## src/rtl/uart_pkg.sv

```systemverilog
// rtl/uart_pkg.sv - shared types, parity modes and baud helper for the UART RX side
package uart_pkg;

  // Receiver states; prefixed so they never collide with module parameters
  typedef enum logic [2:0] {
    ST_IDLE,
    ST_START,
    ST_DATA,
    ST_PARITY,
    ST_STOP,
    ST_BREAK
  } rx_state_e;

  localparam int PAR_NONE = 0;
  localparam int PAR_ODD  = 1;
  localparam int PAR_EVEN = 2;

  // System clocks per UART bit (integer division, truncating)
  function automatic int bps_cnt(input int clk_freq, input int bps);
    return clk_freq / bps;
  endfunction

endpackage

```

## src/rtl/uart_rx_frame_if.sv

```systemverilog
// rtl/uart_rx_frame_if.sv - serial input and received-byte bundle of the UART receiver
interface uart_rx_frame_if;

  logic       uart_rxd;
  logic       uart_done;
  logic [7:0] uart_data;
  logic       parity_err;
  logic       frame_err;
  logic       rx_busy;

  // Line driver / byte consumer side
  modport master (
    output uart_rxd,
    input  uart_done,
    input  uart_data,
    input  parity_err,
    input  frame_err,
    input  rx_busy
  );

  // Receiver side
  modport slave (
    input  uart_rxd,
    output uart_done,
    output uart_data,
    output parity_err,
    output frame_err,
    output rx_busy
  );

endinterface

```

## src/rtl/uart_rx_sync.sv

```systemverilog
// rtl/uart_rx_sync.sv - two-flop synchronizer with falling-edge detect, idles high
module uart_rx_sync (
  input  logic clk_i,
  input  logic rst_i,
  input  logic rxd_i,
  output logic rxd_s_o,
  output logic fall_o
);

  logic meta_q;
  logic sync_q;
  logic prev_q;

  // Resync the async line and keep one extra stage for edge detection; reset to idle level
  always_ff @(posedge clk_i) begin
    if (rst_i) begin
      meta_q <= 1'b1;
      sync_q <= 1'b1;
      prev_q <= 1'b1;
    end else begin
      meta_q <= rxd_i;
      sync_q <= meta_q;
      prev_q <= sync_q;
    end
  end

  assign rxd_s_o = sync_q;
  assign fall_o  = prev_q & ~sync_q;

endmodule

```

## src/rtl/uart_rx_frame.sv

```systemverilog
// rtl/uart_rx_frame.sv - UART frame receiver with parity, framing and break/glitch handling
module uart_rx_frame
  import uart_pkg::*;
#(
  parameter int CLK_FREQ = 50000000,
  parameter int UART_BPS = 9600,
  parameter int PARITY   = PAR_NONE
) (
  input  logic            sys_clk,
  input  logic            sys_rst,
  uart_rx_frame_if.slave  rx_if
);

  localparam int BPS_CNT = bps_cnt(CLK_FREQ, UART_BPS);
  localparam int CNT_W   = (BPS_CNT > 1) ? $clog2(BPS_CNT) : 1;
  localparam logic [CNT_W-1:0] CNT_LAST = CNT_W'(BPS_CNT - 1);
  localparam logic [CNT_W-1:0] CNT_MID  = CNT_W'(BPS_CNT / 2 - 1);

  // Too few clocks per bit leaves no room for a mid-bit sample point
  if (BPS_CNT < 4) begin : g_bps_check
    $fatal(1, "uart_rx_frame: CLK_FREQ/UART_BPS must be at least 4");
  end
  if (PARITY != PAR_NONE && PARITY != PAR_ODD && PARITY != PAR_EVEN) begin : g_par_check
    $fatal(1, "uart_rx_frame: PARITY must be 0, 1 or 2");
  end

  rx_state_e        state_q, state_d;
  logic [CNT_W-1:0] clk_cnt_q, clk_cnt_d;
  logic [2:0]       bit_cnt_q, bit_cnt_d;
  logic [7:0]       shift_q, shift_d;
  logic [7:0]       data_q, data_d;
  logic             par_mis_q, par_mis_d;
  logic             done_q, done_d;
  logic             ferr_q, ferr_d;
  logic             perr_q, perr_d;

  logic rxd_s;
  logic fall;
  logic mid_pt;
  logic bit_end;

  uart_rx_sync u_sync (
    .clk_i   (sys_clk),
    .rst_i   (sys_rst),
    .rxd_i   (rx_if.uart_rxd),
    .rxd_s_o (rxd_s),
    .fall_o  (fall)
  );

  assign mid_pt  = (clk_cnt_q == CNT_MID);
  assign bit_end = (clk_cnt_q == CNT_LAST);

  // State register
  always_ff @(posedge sys_clk) begin
    if (sys_rst) begin
      state_q <= ST_IDLE;
    end else begin
      state_q <= state_d;
    end
  end

  // Next-state: half a bit into the start bit, then one full bit per field
  always_comb begin
    state_d = state_q;
    case (state_q)
      ST_IDLE:   if (fall) state_d = ST_START;
      ST_START:  if (mid_pt) state_d = rxd_s ? ST_IDLE : ST_DATA;
      ST_DATA: begin
        if (bit_end && bit_cnt_q == 3'd7) begin
          state_d = (PARITY != PAR_NONE) ? ST_PARITY : ST_STOP;
        end
      end
      ST_PARITY: if (bit_end) state_d = ST_STOP;
      ST_STOP:   if (bit_end) state_d = rxd_s ? ST_IDLE : ST_BREAK;
      ST_BREAK:  if (rxd_s) state_d = ST_IDLE;
      default:   state_d = ST_IDLE;
    endcase
  end

  // Datapath and output next values; pulses default low every cycle
  always_comb begin
    clk_cnt_d = '0;
    bit_cnt_d = bit_cnt_q;
    shift_d   = shift_q;
    par_mis_d = par_mis_q;
    data_d    = data_q;
    done_d    = 1'b0;
    ferr_d    = 1'b0;
    perr_d    = 1'b0;
    case (state_q)
      ST_START: begin
        // Restart the timer at the start-bit centre so later samples land mid-bit
        clk_cnt_d = mid_pt ? '0 : clk_cnt_q + 1'b1;
        bit_cnt_d = '0;
        par_mis_d = 1'b0;
      end
      ST_DATA: begin
        clk_cnt_d = bit_end ? '0 : clk_cnt_q + 1'b1;
        if (bit_end) begin
          shift_d[bit_cnt_q] = rxd_s;
          bit_cnt_d          = bit_cnt_q + 3'd1;
        end
      end
      ST_PARITY: begin
        clk_cnt_d = bit_end ? '0 : clk_cnt_q + 1'b1;
        if (bit_end) begin
          par_mis_d = (PARITY == PAR_ODD) ? ~(^shift_q ^ rxd_s) : (^shift_q ^ rxd_s);
        end
      end
      ST_STOP: begin
        clk_cnt_d = bit_end ? '0 : clk_cnt_q + 1'b1;
        if (bit_end) begin
          if (rxd_s) begin
            data_d = shift_q;
            done_d = 1'b1;
            perr_d = par_mis_q;
          end else begin
            ferr_d = 1'b1;
          end
        end
      end
      default: clk_cnt_d = '0;
    endcase
  end

  // Datapath registers; reset aborts any frame in flight without pulses
  always_ff @(posedge sys_clk) begin
    if (sys_rst) begin
      clk_cnt_q <= '0;
      bit_cnt_q <= '0;
      shift_q   <= '0;
      par_mis_q <= 1'b0;
      data_q    <= '0;
      done_q    <= 1'b0;
      ferr_q    <= 1'b0;
      perr_q    <= 1'b0;
    end else begin
      clk_cnt_q <= clk_cnt_d;
      bit_cnt_q <= bit_cnt_d;
      shift_q   <= shift_d;
      par_mis_q <= par_mis_d;
      data_q    <= data_d;
      done_q    <= done_d;
      ferr_q    <= ferr_d;
      perr_q    <= perr_d;
    end
  end

  assign rx_if.uart_done  = done_q;
  assign rx_if.uart_data  = data_q;
  assign rx_if.parity_err = perr_q;
  assign rx_if.frame_err  = ferr_q;
  assign rx_if.rx_busy    = (state_q != ST_IDLE);

endmodule

```

## src/flat_wrapper.sv

```systemverilog
// flat-port wrapper written by rule: the top's interface ports become plain ports
module uart_rx_frame_flat import uart_pkg::*;
#(
  parameter int CLK_FREQ = 50000000,
  parameter int UART_BPS = 9600,
  parameter int PARITY   = PAR_NONE
)
  (sys_clk, sys_rst, rx_if_uart_rxd, rx_if_uart_done, rx_if_uart_data, rx_if_parity_err, rx_if_frame_err, rx_if_rx_busy);
  uart_rx_frame_if rx_if_i ();
  input  logic sys_clk;
  input  logic sys_rst;
  input wire logic [$bits(rx_if_i.uart_rxd)-1:0] rx_if_uart_rxd;
  output wire logic [$bits(rx_if_i.uart_done)-1:0] rx_if_uart_done;
  output wire logic [$bits(rx_if_i.uart_data)-1:0] rx_if_uart_data;
  output wire logic [$bits(rx_if_i.parity_err)-1:0] rx_if_parity_err;
  output wire logic [$bits(rx_if_i.frame_err)-1:0] rx_if_frame_err;
  output wire logic [$bits(rx_if_i.rx_busy)-1:0] rx_if_rx_busy;
  assign rx_if_i.uart_rxd = rx_if_uart_rxd;
  assign rx_if_uart_done = rx_if_i.uart_done;
  assign rx_if_uart_data = rx_if_i.uart_data;
  assign rx_if_parity_err = rx_if_i.parity_err;
  assign rx_if_frame_err = rx_if_i.frame_err;
  assign rx_if_rx_busy = rx_if_i.rx_busy;
  uart_rx_frame #(.CLK_FREQ(CLK_FREQ), .UART_BPS(UART_BPS), .PARITY(PARITY)) u_core (.sys_clk(sys_clk), .sys_rst(sys_rst), .rx_if(rx_if_i));
endmodule
```

## config.mk

```make
export PLATFORM = sky130hd
export DESIGN_NAME = uart_rx_frame_flat
export DESIGN_NICKNAME = d
export VERILOG_FILES = /design/src/rtl/uart_pkg.sv /design/src/rtl/uart_rx_frame_if.sv /design/src/rtl/uart_rx_sync.sv /design/src/rtl/uart_rx_frame.sv /design/src/flat_wrapper.sv
export SDC_FILE = /design/constraint.sdc
export NUM_CORES = 1
export LEC_CHECK = 0
export ABC_AREA = 1
export CORE_ASPECT_RATIO = 1.1
export CORE_UTILIZATION = 45
export DETAILED_ROUTE_END_ITERATION = 7
export PLACE_DENSITY_LB_ADDON = 0.25
export SYNTH_ARGS = -nofsm -noshare
export SYNTH_HDL_FRONTEND = slang
export SYNTH_SLANG_ARGS = --single-unit
export TNS_END_PERCENT = 30
```

## constraint.sdc

```tcl
create_clock -name sys_clk -period 1.6 [get_ports sys_clk]
set_input_delay 0.32 -clock sys_clk [delete_from_list [all_inputs] [get_ports sys_clk]]
set_output_delay 0.32 -clock sys_clk [all_outputs]
set_load 0.02 [all_outputs]
```

Word-level counts from Yosys, hierarchy flattened
Index checks and enable logic that the tools add are counted.

operators by class
  add/subtract/negate cells = 2
  $mul = 0
  div/mod/pow operators = 0
  magnitude comparators = 2
  equal/unequal tests = 15
  shift-type cells = 0
  mux-type cells = 21
  bitwise gates (word level) = 5
  reduce and logical (&&, ||, !) cells = 15

operators by type and width
  kind                     count
  $mux W13                 2
  $pmux W13 S2             1
  $mux W3                  8
  $pmux W3 S6              1
  $add A13 B1 Y13 const B  1
  $eq A13 B12 Y1 const B   1
  $eq A13 B13 Y1 const B   1
  $ne A2 B1 Y1 const B     6
  $eq A3 B3 Y1 const B     3
  $bwmux W8                1
  $reduce_xor A8 Y1        1
  $eq A3 B2 Y1 const B     2
  $pmux W3 S2              1
  $reduce_and A2 Y1        3
  $reduce_and A6 Y1        1
  $reduce_or A3 Y1         2
  $lt A3 B4 Y1 const B     1
  $mux W1                  4
  $reduce_bool A2 Y1       2
  $reduce_or A4 Y1         1
  $add A3 B1 Y3 const B    1
  $demux W1 S3             1
  $eq A3 B1 Y1 const B     1
  $ge A3 B1 Y1 const B     1
  10 further kinds         13

storage, ports and cells
  register bits = 42
  latch bits = 0
  bits in writable memories = 0
  ROM bits = 0
  bits of input ports = 3
  output and inout port bits = 12
  word-level logic and storage cells = 72
  memories = 0

Depth between registers and ports, before layout
  depth in word-level cells = 5
  gate-level depth with buffers = 11
  depth with buffers taken out = 11

Cells and area by module
A second synthesis with hierarchy kept.

second synthesis, totals
  cells, all modules = 304
  area total of the unflattened synthesis = 2,103.3 um^2

by module, submodules not included
  module         times used  cells an instance  area an instance (um^2)  sequential area each (um^2)
  uart_rx_frame  1           292                2,009.4                  780.7
  uart_rx_sync   1           12                 93.8                     60.1

Worst setup path before layout
Ideal clock, no wire load.

  kind = reg2reg
  from = register u_core.clk_cnt_q[0]
  to = register u_core.data_q[0], in the netlist u_core.rx_if.uart_data[0]
  library setup time = 0.080 ns
  arrival = 1.391 ns
  setup slack = 0.129 ns
  stages on the path, launching flop included = 9
  buffers on the path = 1
  period minus slack after synthesis = 1.471 ns
  path through = dfxtp_1 > ha_1 > nand2_2 > nor2_4 > nand3_4 > nor2_4 > nand2_4 > buf_6 > a211oi_2

on the way
  longest elaborated chain between the ends = 2

ends and longest elaborated chain
  item                         line                  text
  start, declared              uart_rx_frame.sv:28   logic [CNT_W-1:0] clk_cnt_q, clk_cnt_d;
  start signal, assigned       uart_rx_frame.sv:138  clk_cnt_q <= clk_cnt_d;
  $eq A13 B13 Y1               uart_rx_frame.sv:51   assign bit_end = (clk_cnt_q == CNT_LAST);
  $reduce_and A3 Y1 (no line)  --
  end signal, assigned         uart_rx_frame.sv:142  data_q <= data_d;
  end, declared                uart_rx_frame.sv:31   logic [7:0] data_q, data_d;

No other way between the ends.
A chain may end at the register's enable or synchronous reset.

Worst setup path after layout
  from = register u_core.state_q[0]
  to = output port rx_if_rx_busy

on the way
  longest elaborated chain between the ends = 1

ends and longest elaborated chain
  item                    line                  text
  start, declared         uart_rx_frame.sv:27   rx_state_e state_q, state_d;
  start signal, assigned  uart_rx_frame.sv:58   state_q <= state_d;
  $reduce_bool A3 Y1      uart_rx_frame.sv:153  assign rx_if.rx_busy = (state_q != ST_IDLE);
  end, declared           flat_wrapper.sv:17    output wire logic [$bits(rx_if_i.rx_busy)-1:0] rx_if_rx_busy;

No other way between the ends.

==> results.json <==
{
  "min_to": "u_core.u_sync.rxd_s_o",
  "grt.overflow.total": 0,
  "htree_levels": 2,
  "p_leak_nw": 1.18,
  "cp.arrival_ns": 1.22,
  "clkSlewWorstSetupHoldPaths_ns": 0.08,
  "status": "complete, no violations",
  "cp_data_required_time_ns": 1.28,
  "yosysUniqueCellTypes": 33,
  "skew_ns": 0.00781,
  "synthTopCellsByCount": "53 x nand2_1, 42 x dfxtp_1, 39 x nor2_1, 36 x inv_1, 22 x nand3_1",
  "hold_viol": 0,
  "crit_type": "reg2out",
  "synthTopCellsByArea": "dfxtp_1 38%, nand2_1 9.0%, nor2_1 6.6%, inv_1 6.1%, nand3_1 5.0%",
  "synth_cells": 297,
  "yosysMostFrequentCell": "nand2_1",
  "drv_slew": 0,
  "synth_top_area_share_pct": 37.9,
  "post-route-period-util_pct": 96.4,
  "r2r_cells": 9,
  "wl_per_cell_um": 10.8,
  "detail-route-antenna-nets": 0,
  "grt_antenna_before_repair": 0,
  "syn_area_per_cell_um2": 7.46,
  "start_util_pct": 47.3,
  "clockRootBuffer": "clkbuf_8",
  "clock_sinks": 42,
  "postLayoutSetupSlackWorst_ns": 0.0577,
  "instances_no_fill": 383,
  "dieArea_um2": 5210,
  "synthArstFlopShare_pct": 0,
  "cts_hold_buf": 0,
  "yosysWarnings": 0,
  "drive_above_1_share_pct": 25.1,
  "maxCapViolCount": 0,
  "cp_cell_sequence": "nor2_2 > inv_1 > nor2_1 > inv_1 > clkdlybuf4s15_2",
  "layout.nets": 332,
  "finalWirelength_um": 4140,
  "dpl.cell_count": 375,
  "cts_setup_buffers": 0,
  "rows": 26,
  "drt-initial-drc-count": 90,
  "n_fill_cell": 469,
  "min-delay-start": "u_core.u_sync.meta_q",
  "worst_pin_slew_ns": 0.245,
  "ff2ff_setup_slack_ns": 0.13,
  "cts_tree": "built",
  "first_global_vias": 1521,
  "grt_usage_pct": 17.2,
  "viasPerCell": 4.81,
  "synth-edff-count": 0,
  "seq_area_frac_synth_pct": 37.9,
  "reg2reg_from": "u_core.clk_cnt_q[0]",
  "slowest_stage": "dfxtp_1",
  "core_area_um2": 4680,
  "power.density_nw_per_um2": 1040,
  "yosys.area.top_type": "dfxtp_1",
  "fp.dieW_um": 68.9,
  "min_period_ns": 1.54,
  "syn2layout_area_growth_pct": 20.4,
  "grt_max_degree": 19,
  "cp-end-kind": "output pin",
  "grt_pass1_wl_um": 6640,
  "n_antenna_cell": 0,
  "ys_ff_latch": 42,
  "fmax_mhz": 648,
  "cp_max_fo": 3,
  "hold_class": "reg2reg",
  "relSlewSlack_pct": 83.5,
  "netlist_area_um2": 2220,
  "cts_buffer_depth": 2,
  "critPathMaxStageDelay_ns": 0.34,
  "clk_latency_ns": 0.29,
  "dr_total_vias": 1844,
  "cts_made_buffers": 5,
  "ir_drop_v": 0.00104,
  "pin_count": 15,
  "crit_path_start_kind": "flop",
  "port_buffers": 14,
  "rsz0062_at_grt": "yes",
  "first_pass_iters": 4,
  "r2r-end": "u_core.clk_cnt_q[9]",
  "dp_hpwl_um": 3130,
  "min_path_cells": 1,
  "gp_congestion": 0.818,
  "syn_nets": 303,
  "setup_viol": 0,
  "total_power_w": 0.00279,
  "synth_flop_cell": "dfxtp_1",
  "drc": 0,
  "crit_top_cell": "inv_1",
  "pre_cts_ws_ns": 0.0131,
  "die_h_um": 75.6
}
-- per-stage QoR --
step / hold WS, ns / util (%) / instance area [um^2] / TNS (ns)
floorplan: 0.389 / - / 2220 / 0
global placement: 0.391 / 53.1 / 2490 / 0
detailed placement: 0.393 / 53.1 / 2490 / 0
CTS: 0.412 / 55.5 / 2600 / 0
global route: 0.428 / 57.0 / 2670 / -0.0290
finish: 0.416 / 57.0 / 2670 / 0
-- cell type report --
type                    count  area (um^2)  share of cell area (%)
clock inverters             3         40.0                    1.50
repair buffers             27          260                    9.75
multi-input cells         203         1210                    45.2
inverters                  47          179                    6.70
well taps                  56         70.1                    2.63
clock buffers               5         68.8                    2.58
flip-flops and latches     42          845                    31.6
-- report_power, final --
group / switching [W] / internal (W)
registers: 0.0000495 / 0.00109
clock network: 0.000355 / 0.000459
logic: 0.000542 / 0.000289
-- registers in the layout, summed over array words and instances, names as in the netlist --
signal,count
u_core.clk_cnt_q,13
u_core.rx_if.uart_data,8
u_core.shift_q,8
u_core.bit_cnt_q,3
u_core.state_q,3
u_core.par_mis_q,1
u_core.rx_if.frame_err,1
u_core.rx_if.parity_err,1
u_core.rx_if.uart_done,1
u_core.u_sync.meta_q,1
u_core.u_sync.prev_q,1
u_core.u_sync.rxd_s_o,1
-- critical path: cells and delay by family, from the launching register on --
family	cells	cell delay [ns]
buf+inv	3	0.36
simple gates	2	0.24
flops	1	0.34
-- cell usage in the layout (no fill, tap or decap), types with 2 or more instances in the layout --
cell,n
a211oi_1,3
a211oi_2,8
a21oi_1,8
buf_4,12
clkbuf_8,5
clkdlybuf4s50_1,6
clkinv_2,2
dfxtp_1,39
dfxtp_2,3
dlymetal6s2s_1,7
ha_1,2
inv_1,36
inv_2,10
nand2_1,52
nand2_2,7
nand3_1,22
nand4_1,3
nor2_1,35
nor2_2,16
nor2_4,5
nor3_1,7
o21a_1,3
o21ai_0,7
or2_2,2
xnor2_1,2
xor2_1,10
-- kinds of logic after synthesis --
logic type	after synthesis	synth area share [%]
flops	42	37.9
fa+ha+maj	3	1.69
xor+xnor	12	4.74
compound gates	32	11.4
buf+inv	52	9.60
simple gates	156	34.6
-- worst max-delay path by stage --
stage | cells after the start | end | slack (ns) | startpoint
after CTS | 8 | u_core.shift_q[3] | 0.005 | u_core.clk_cnt_q[0]
final | 5 | rx_if_rx_busy | 0.06 | u_core.state_q[0]
after global placement | 5 | rx_if_rx_busy | 0.03 | u_core.state_q[0]
after floorplan | 8 | u_core.rx_if.uart_data[0] | 0.13 | u_core.clk_cnt_q[0]
after global routing | 5 | rx_if_rx_busy | -0.03 | u_core.state_q[0]
after detailed placement | 8 | u_core.shift_q[3] | 0.01 | u_core.clk_cnt_q[0]
-- per-layer routing --
metal | GRT usage, % | part of all wire, % | wire [um]
met1 | 23.0 | 50 | 2060
met2 | 26.4 | 46 | 1890
met3 | 4.49 | 3.4 | 139
met4 | 6.80 | 1.4 | 57
met5 | 0 | 0 | 0
-- timing repair --
| item | 4_1_cts | 5_1_grt |
|---|---|---|
| setup endpoints to repair | 1 | 40 |
| pin swaps | 0 | 1 |
| gates resized for setup | 4 | 21 |
Power figures use the tool's default switching activity.
